==> config.mk <==
export PLATFORM = sky130hd
export DESIGN_NAME = jk_excitation_driver_flat
export DESIGN_NICKNAME = d
export VERILOG_FILES = /design/src/rtl/jk_excitation_driver_if.sv /design/src/rtl/jk_excitation_driver.sv /design/src/flat_wrapper.sv
export SDC_FILE = /design/constraint.sdc
export NUM_CORES = 1
export LEC_CHECK = 0
export BUFFER_PORTS_ARGS = -buffer_cell sky130_fd_sc_hd__buf_2
export CELL_PAD_IN_SITES_DETAIL_PLACEMENT = 0
export CELL_PAD_IN_SITES_GLOBAL_PLACEMENT = 1
export CORE_UTILIZATION = 41
export DETAILED_ROUTE_END_ITERATION = 8
export PLACE_DENSITY = 0.77
export SETUP_SLACK_MARGIN = 0.05
export SLEW_MARGIN = 40
export SYNTH_ARGS = -nofsm -noshare
export SYNTH_HDL_FRONTEND = slang
export SYNTH_SLANG_ARGS = --single-unit
==> constraint.sdc <==
create_clock -name clk -period 1.8 [get_ports clk]
set_clock_uncertainty 0.1 [all_clocks]
set_input_delay 0.18 -clock clk [delete_from_list [all_inputs] [get_ports clk]]
set_output_delay 0.18 -clock clk [all_outputs]
set_load 0.03 [all_outputs]
==> src/rtl/jk_excitation_driver_if.sv <==
// Target request handshake between a requester and jk_excitation_driver.
//   tgt_valid : requester has a target value on tgt_data
//   tgt_ready : driver can accept a target (IDLE only)
//   tgt_data  : requested Q value for the flip-flop bank
// master = requester side, slave = jk_excitation_driver side.
interface jk_excitation_driver_if #(
  parameter int WIDTH = 4
) ();
  logic             tgt_valid;
  logic             tgt_ready;
  logic [WIDTH-1:0] tgt_data;

  modport master (output tgt_valid, output tgt_data, input tgt_ready);
  modport slave  (input tgt_valid, input tgt_data, output tgt_ready);
endinterface

==> src/rtl/jk_excitation_driver.sv <==
// jk_excitation_driver: controller for a WIDTH-bit bank of JK flip-flops.
// On accepting a target it drives one cycle of J/K excitation derived from
// the bank's current Q, then watches q_fb until it equals the target (done)
// or TIMEOUT check cycles pass without a match (err).
//
// Ports:
//   clk, rst_n     clock (shared with the bank) and async active-low reset
//   tgt            target handshake (jk_excitation_driver_if.slave)
//   q_fb           Q outputs of the controlled bank
//   j_out, k_out   registered J/K inputs of the bank
//   busy           high in DRIVE and CHECK
//   done, err      single-cycle completion / timeout pulses
//
// Build option: define JK_TOGGLE_PREF_EN to drive changing bits as J=K=1
// (toggle) instead of the set/reset encoding (10 / 01). Resulting Q and all
// timing are identical in both builds.

// Per-bit excitation for moving q to t.
module jk_exc_bit (
  input  logic q,
  input  logic t,
  output logic j,
  output logic k
);
  logic chg;
  assign chg = q ^ t;
`ifdef JK_TOGGLE_PREF_EN
  assign j = chg;
  assign k = chg;
`else
  assign j = chg & t;
  assign k = chg & ~t;
`endif
endmodule

module jk_excitation_driver #(
  parameter int WIDTH   = 4,
  parameter int TIMEOUT = 8
) (
  input  logic                    clk,
  input  logic                    rst_n,
  jk_excitation_driver_if.slave   tgt,
  input  logic [WIDTH-1:0]        q_fb,
  output logic [WIDTH-1:0]        j_out,
  output logic [WIDTH-1:0]        k_out,
  output logic                    busy,
  output logic                    done,
  output logic                    err
);
  localparam int CW = $clog2(TIMEOUT + 1);

  localparam logic [1:0] S_IDLE  = 2'd0;
  localparam logic [1:0] S_DRIVE = 2'd1;
  localparam logic [1:0] S_CHECK = 2'd2;

  logic [1:0]       state;
  logic [WIDTH-1:0] tgt_q;
  logic [CW-1:0]    cnt;
  logic             ready;
  logic [WIDTH-1:0] j_nxt, k_nxt;

  // One excitation cell per bank bit, fed by live q_fb and the offered target;
  // only captured on the accept edge.
  jk_exc_bit u_bit [WIDTH-1:0] (
    .q (q_fb),
    .t (tgt.tgt_data),
    .j (j_nxt),
    .k (k_nxt)
  );

  assign tgt.tgt_ready = ready;

  always_ff @(posedge clk or negedge rst_n) begin
    if (!rst_n) begin
      state <= S_IDLE;
      tgt_q <= '0;
      cnt   <= '0;
      ready <= 1'b0;
      busy  <= 1'b0;
      done  <= 1'b0;
      err   <= 1'b0;
      j_out <= '0;
      k_out <= '0;
    end else begin
      // Pulses and excitation default low; excitation lives only in DRIVE.
      done  <= 1'b0;
      err   <= 1'b0;
      j_out <= '0;
      k_out <= '0;
      case (state)
        S_IDLE: begin
          if (tgt.tgt_valid && ready) begin
            tgt_q <= tgt.tgt_data;
            j_out <= j_nxt;
            k_out <= k_nxt;
            ready <= 1'b0;
            busy  <= 1'b1;
            state <= S_DRIVE;
          end else begin
            ready <= 1'b1;
          end
        end
        S_DRIVE: begin
          // Bank takes the excitation on this edge; first check cycle is 1.
          cnt   <= CW'(1);
          state <= S_CHECK;
        end
        S_CHECK: begin
          // Match wins over timeout in the final check cycle.
          if (q_fb == tgt_q) begin
            done  <= 1'b1;
            ready <= 1'b1;
            busy  <= 1'b0;
            state <= S_IDLE;
          end else if (cnt == CW'(TIMEOUT)) begin
            err   <= 1'b1;
            ready <= 1'b1;
            busy  <= 1'b0;
            state <= S_IDLE;
          end else begin
            cnt <= cnt + 1'b1;
          end
        end
        default: begin
          ready <= 1'b1;
          busy  <= 1'b0;
          state <= S_IDLE;
        end
      endcase
    end
  end
endmodule

==> src/flat_wrapper.sv <==
// flat-port wrapper written by rule: the top's interface ports become plain ports
module jk_excitation_driver_flat 
#(
  parameter int WIDTH   = 4,
  parameter int TIMEOUT = 8
)
  (clk, rst_n, q_fb, j_out, k_out, busy, done, err, tgt_tgt_valid, tgt_tgt_data, tgt_tgt_ready);
  jk_excitation_driver_if #(.WIDTH(WIDTH)) tgt_i ();
  input  logic clk;
  input  logic rst_n;
  input  logic [WIDTH-1:0] q_fb;
  output logic [WIDTH-1:0] j_out;
  output logic [WIDTH-1:0] k_out;
  output logic busy;
  output logic done;
  output logic err;
  input wire logic [$bits(tgt_i.tgt_valid)-1:0] tgt_tgt_valid;
  input wire logic [$bits(tgt_i.tgt_data)-1:0] tgt_tgt_data;
  output wire logic [$bits(tgt_i.tgt_ready)-1:0] tgt_tgt_ready;
  assign tgt_i.tgt_valid = tgt_tgt_valid;
  assign tgt_i.tgt_data = tgt_tgt_data;
  assign tgt_tgt_ready = tgt_i.tgt_ready;
  jk_excitation_driver #(.WIDTH(WIDTH), .TIMEOUT(TIMEOUT)) u_core (.clk(clk), .rst_n(rst_n), .tgt(tgt_i), .q_fb(q_fb), .j_out(j_out), .k_out(k_out), .busy(busy), .done(done), .err(err));
endmodule
=== Word level (Yosys, flattened, before mapping) ===
Cells that the tools add are included.

* Flip-flop bits (word level): 22
* Memories kept: 0
* Memory bits (read-only): 0
* Word-level logic and storage cells: 67
* Bits of input ports: 11
* Bits in latches: 0
* RAM bits: 0

* $lt $le $gt $ge: 0
* $mul: 0
* Equality and inequality tests: 8
* Muxes and demuxes: 24
* $add $sub $neg: 1
* Bitwise gates (word level): 17
* Shifts and indexed selects: 0
* Div/mod/pow operators: 0
* Reduce and logical (&&, ||, !) cells: 8

{| class="wikitable"
|+ Operators by type and width
! operator !! number
|-
| 2-to-1 mux 4 bit || 6
|-
| 2-to-1 mux 1 bit || 11
|-
| bitwise AND 1 bit || 8
|-
| case mux 4 bit (2 select lines) || 1
|-
| 2-to-1 mux 2 bit || 3
|-
| case mux 1 bit (3 select lines) || 2
|-
| case mux 2 bit (3 select lines) || 1
|-
| AND reduction 2 bit || 3
|-
| AND reduction 3 bit || 2
|-
| inverter 1 bit || 5
|-
| adder 4 x 1 -> 4 bit (second input constant) || 1
|-
| equality test 4 bit || 1
|-
| equality test 4 bit (second input constant) || 1
|-
| != test 2 bit (second input constant) || 2
|-
| XOR 1 bit || 4
|-
| != test 3 x 1 -> 1 bit (second input constant) || 1
|-
| equality test 2 x 1 -> 1 bit (second input constant) || 1
|-
| equality test 2 bit (second input constant) || 1
|-
| logical NOT 2 bit || 1
|-
| != test 2 x 1 -> 1 bit (second input constant) || 1
|-
| nonzero test 2 bit || 1
|-
| logical AND 1 bit || 1
|}

=== Depth between registers and ports, before layout ===
* Word-level depth: 4
* Mapped depth: 6
* Depth with buffers taken out: 6

=== By module ===
A second synthesis with hierarchy kept.

* Cell total of the unflattened synthesis: 88
* Area, all modules: 1009.7 um^2

{| class="wikitable"
|+ By module, submodules not included
! module !! cells an instance !! sequential area each (um^2) !! times used !! area each (um^2)
|-
| jk_excitation_driver || 80 || 550.5 || 1 || 949.7
|-
| jk_exc_bit || 2 || 0.0 || 4 || 15.0
|}

=== Worst setup path after synthesis ===
No wires, ideal clock.

* Path type: reg-to-reg
* Start point: register u_core.state[0]
* End point: register u_core.cnt[2]
* Cell stages (with the launch flop): 7
* Path slack: 0.176 ns
* Library setup time: 0.126 ns
* Arrival time: 1.397 ns
* Data required time: 1.574 ns
* Path through: dfrtp_1 -> inv_1 -> ha_1 -> nand2_1 -> nor2b_4 -> and4b_1 -> a311o_1

* Longest elaborated chain between the ends: 3

{| class="wikitable"
|+ RTL lines
! element !! line !! source
|-
| start, declared || jk_excitation_driver.sv:56 || <nowiki>logic [1:0] state;</nowiki>
|-
| start signal, assigned || jk_excitation_driver.sv:75 || <nowiki>state <= S_IDLE;</nowiki>
|-
| start signal, assigned || jk_excitation_driver.sv:98 || <nowiki>state <= S_DRIVE;</nowiki>
|-
| start signal, assigned || jk_excitation_driver.sv:106 || <nowiki>state <= S_CHECK;</nowiki>
|-
| equality test 2 bit / equality test 2 x 1 -> 1 bit (equally long branches) || jk_excitation_driver.sv:90 || <nowiki>case (state)</nowiki>
|-
| != test 2 bit (no line) / nonzero test 2 bit (equally long branches) || - ||
|-
| AND reduction 3 bit (no line) || - ||
|-
| end signal, assigned || jk_excitation_driver.sv:121 || <nowiki>cnt <= cnt + 1'b1;</nowiki>
|-
| end, declared || jk_excitation_driver.sv:58 || <nowiki>logic [CW-1:0] cnt;</nowiki>
|}

Parallel ways exist; a longest one is shown, timed or not.
A chain may end at the register's enable or synchronous reset.

=== Worst setup path in the final report ===
* Start point: register u_core.cnt[1]
* End point: register u_core.state[1]

* Longest elaborated chain between the ends: 3

{| class="wikitable"
|+ RTL lines
! element !! line !! source
|-
| equality test 4 bit || jk_excitation_driver.sv:115 || <nowiki>end else if (cnt == CW'(TIMEOUT)) begin</nowiki>
|-
| != test 3 x 1 -> 1 bit (no line) || - ||
|-
| AND reduction 2 bit (no line) || - ||
|-
| end signal, assigned || jk_excitation_driver.sv:114 || <nowiki>state <= S_IDLE;</nowiki>
|-
| end signal, assigned || jk_excitation_driver.sv:119 || <nowiki>state <= S_IDLE;</nowiki>
|-
| end signal, assigned || jk_excitation_driver.sv:127 || <nowiki>state <= S_IDLE;</nowiki>
|}

Every way passes these cells.

==> impl_metrics.json <==
{
  "io_buffers": 22,
  "worst-r2r-cell-count": 6,
  "yosys_warnings": 0,
  "worstHoldStart": "q_fb[0]",
  "postSynthRegisterBits": 22,
  "synth_async_sr_flop_share_pct": 100,
  "finalNetCount": 145,
  "root_buffer": "sky130_fd_sc_hd__clkbuf_4",
  "synth_top_family_by_area": "simple AND/OR/NAND/NOR gates",
  "synth_adder_area_share_pct": 7.13,
  "grt_overall_usage_pct": 17.1,
  "status": "complete, no violations",
  "syn_area_sq_um": 1050,
  "post-route-drc-count": 0,
  "via_count_of_the_first_global_routing_pass": 805,
  "drt_iter0_markers": 7,
  "floorplan.io_pins": 23,
  "routed_wirelength_um": 2020,
  "r2r-end": "u_core.state[1]",
  "grt_antenna_before_repair": 0,
  "cts_tree": "done",
  "crit_path_start_kind": "flip-flop",
  "clock_path_buffers": 2,
  "rsz0062_at_grt": "yes",
  "start_util_pct": 42.9,
  "htree_num_levels": 1,
  "syn-num-nets": 104,
  "fp.coreArea_sq_um": 2450,
  "vias_per_cell": 5.04,
  "num_vias": 791,
  "antenna_cells": 0,
  "synth_seq_area_share_pct": 52.3,
  "floorplan.die_area_sq_um": 2780,
  "chipWidth_um": 52.7,
  "worst_hold_path.endpoint": "u_core.k_out[0]",
  "tightestPinTransition_ns": 0.485,
  "globalRoute.totalOverflow": 0,
  "final_cell_mix": "sky130_fd_sc_hd__buf_2 (22), sky130_fd_sc_hd__dfrtp_1 (22), sky130_fd_sc_hd__dlygate4sd3_1 (9)",
  "min-delay-path-class": "input pin to flip-flop",
  "irDropWorstVdd_v": 0.000988,
  "critPathKind": "flip-flop to flip-flop",
  "die_height_um": 52.7,
  "number_of_unique_standard_cell_types_used_by_synthesis": 31,
  "timing.final.setup_violations": 0,
  "worst_skew_pair.late_latency_ns": 0.30,
  "hold-path-cell-count": 2,
  "grt_start_max_net_pins": 23,
  "finalSetupTns_ns": 0,
  "crit_fanout": 5,
  "drt_pre_antenna_iters": 4,
  "cellLeakagePower_uw": 0.000656,
  "cts.sink_count": 22,
  "hold_vio_cnt_final": 0,
  "post-route-period-util_pct": 97.6,
  "finalWorstPathRequiredPeriod_ns": 1.76,
  "max_freq_mhz": 569,
  "synthFlopType": "sky130_fd_sc_hd__dfrtp_1",
  "r2r-start": "u_core.cnt[1]",
  "final_layout_size_suffix_gt1_share_pct": 37.0,
  "num_rows": 18,
  "timing.reg2reg.setup_slack_ns": 0.04,
  "syn_inst": 87,
  "wl_per_cell_um": 12.9,
  "clock_pin_transition_on_the_worst_setup_and_hold_timing_paths_ns": 0.13,
  "drv_slew": 0,
  "yosys.area_share.simple_pct": 18.9,
  "worst-endpoint-required_ns": 1.89,
  "grt_first_pass_wirelength_um": 3370,
  "power_uw": 1820,
  "timing.max_slew.rel_slack_pct": 67.7,
  "gp_congestion": 0.760,
  "power_dens_cells_nw_per_um2": 1320,
  "hpwl_um": 1410,
  "cp-end-kind": "flip-flop",
  "final.fill_count": 225,
  "post_synth_mux_area_share_pct": 6.41,
  "area_delta_synth_final_pct": 30.8,
  "drv_cap": 0,
  "synth_compound_area_share_pct": 8.31,
  "post_synth_xor_area_fraction_pct": 3.33,
  "worst_ep_arrival_time_ns": 1.85,
  "cts_made_buffers": 3,
  "synth-edff-count": 0,
  "mean_instance_size_in_the_synthesized_netlist_sq_um": 12.1,
  "ant_nets": 0
}
-- worst max-delay path by stage --
stage	start	cells after the start	endpoint	slack, ns
floorplan	u_core.state[0]	6	u_core.cnt[2]	0.18
global placement	u_core.state[0]	6	u_core.cnt[2]	0.06
detailed placement	u_core.state[0]	6	u_core.cnt[2]	0.02
CTS	u_core.cnt[1]	6	u_core.state[1]	0.05
global route	u_core.cnt[1]	6	u_core.state[1]	0.01
finish	u_core.cnt[1]	6	u_core.state[1]	0.04
-- cells in the mapped netlist (2+ instances only) --
cell	n	area share [%]
sky130_fd_sc_hd__inv_1	6	2.1
sky130_fd_sc_hd__nor2b_1	3	1.8
sky130_fd_sc_hd__dfrtp_1	22	52
sky130_fd_sc_hd__xnor2_1	4	3.3
sky130_fd_sc_hd__nor3b_1	8	5.7
sky130_fd_sc_hd__nand3_1	4	1.9
sky130_fd_sc_hd__nor2_1	2	0.71
sky130_fd_sc_hd__mux2_2	5	5.3
sky130_fd_sc_hd__ha_1	6	7.1
sky130_fd_sc_hd__nand2_1	6	2.1
-- critical path: stages, from the launching register on --
cell and delay, ns:
sky130_fd_sc_hd__dfrtp_1 0.44, sky130_fd_sc_hd__inv_2 0.07, sky130_fd_sc_hd__ha_1 0.15, sky130_fd_sc_hd__nand3b_1 0.15, sky130_fd_sc_hd__and2_4 0.22, sky130_fd_sc_hd__a22oi_1 0.17, sky130_fd_sc_hd__mux2_2 0.35
-- flip-flops by register name, indices dropped and copies added (netlist names) --
name and count:
u_core.busy 1, u_core.cnt 4, u_core.done 1, u_core.err 1, u_core.j_out 4, u_core.k_out 4
u_core.state 2, u_core.tgt.tgt_ready 1, u_core.tgt_q 4
-- power breakdown --
group / leakage, uW / switching, uW / internal [uW] / total, uW
sequential: 0.000284 / 77.8 / 617 / 695
combinational: 0.000351 / 457 / 404 / 861
clock: 0.0000210 / 145 / 123 / 268
-- per-stage QoR --
step	setup WS [ns]	std cells	hold WS, ns	util (%)	instance area (sq um)
2_1_floorplan	0.176	87	-0.216	-	1050
3_3_place_gp	0.0649	141	0.0767	49.5	1210
3_5_place_dp	0.0154	141	0.0746	49.5	1210
4_1_cts	0.0534	155	0.0307	55.0	1350
5_1_grt	0.0109	157	0.0329	56.1	1380
6_report	0.0433	157	0.0409	56.1	1380
-- cells by family (layout without fill, tap and decap cells) --
logic type	Yosys count	count (layout)
mux	6	6
simple gates	31	31
xor+xnor	4	4
compound gates	10	10
flops	22	22
buf+inv	8	48
fa+ha+maj	6	6
-- layer usage --
metal / track usage, % / up-vias / wire [um]
met5: 0 / - / 0
met2: 30.0 / 15 / 1050
li1: - / 382 / -
met1: 20.0 / 392 / 887
met4: 6.58 / 0 / 12
met3: 4.06 / 2 / 73
-- area by class of cell --
class	instances	area, sq um	share of cell area (%)
flip-flops and latches	22	551	40.0
multi-input cells	57	478	34.7
repair buffers	38	253	18.3
well taps	30	37.5	2.72
clock buffers	4	36.3	2.63
inverters	6	22.5	1.63
-- repair_timing --
action / in CTS / in global routing
setup endpoints to repair: 1 / 4
endpoints found under the hold margin: 30 / 0
resized for setup: 1 / 4
setup buffers: 1 / 2
hold buffers: 9 / 0
Power figures use the tool's default switching activity.
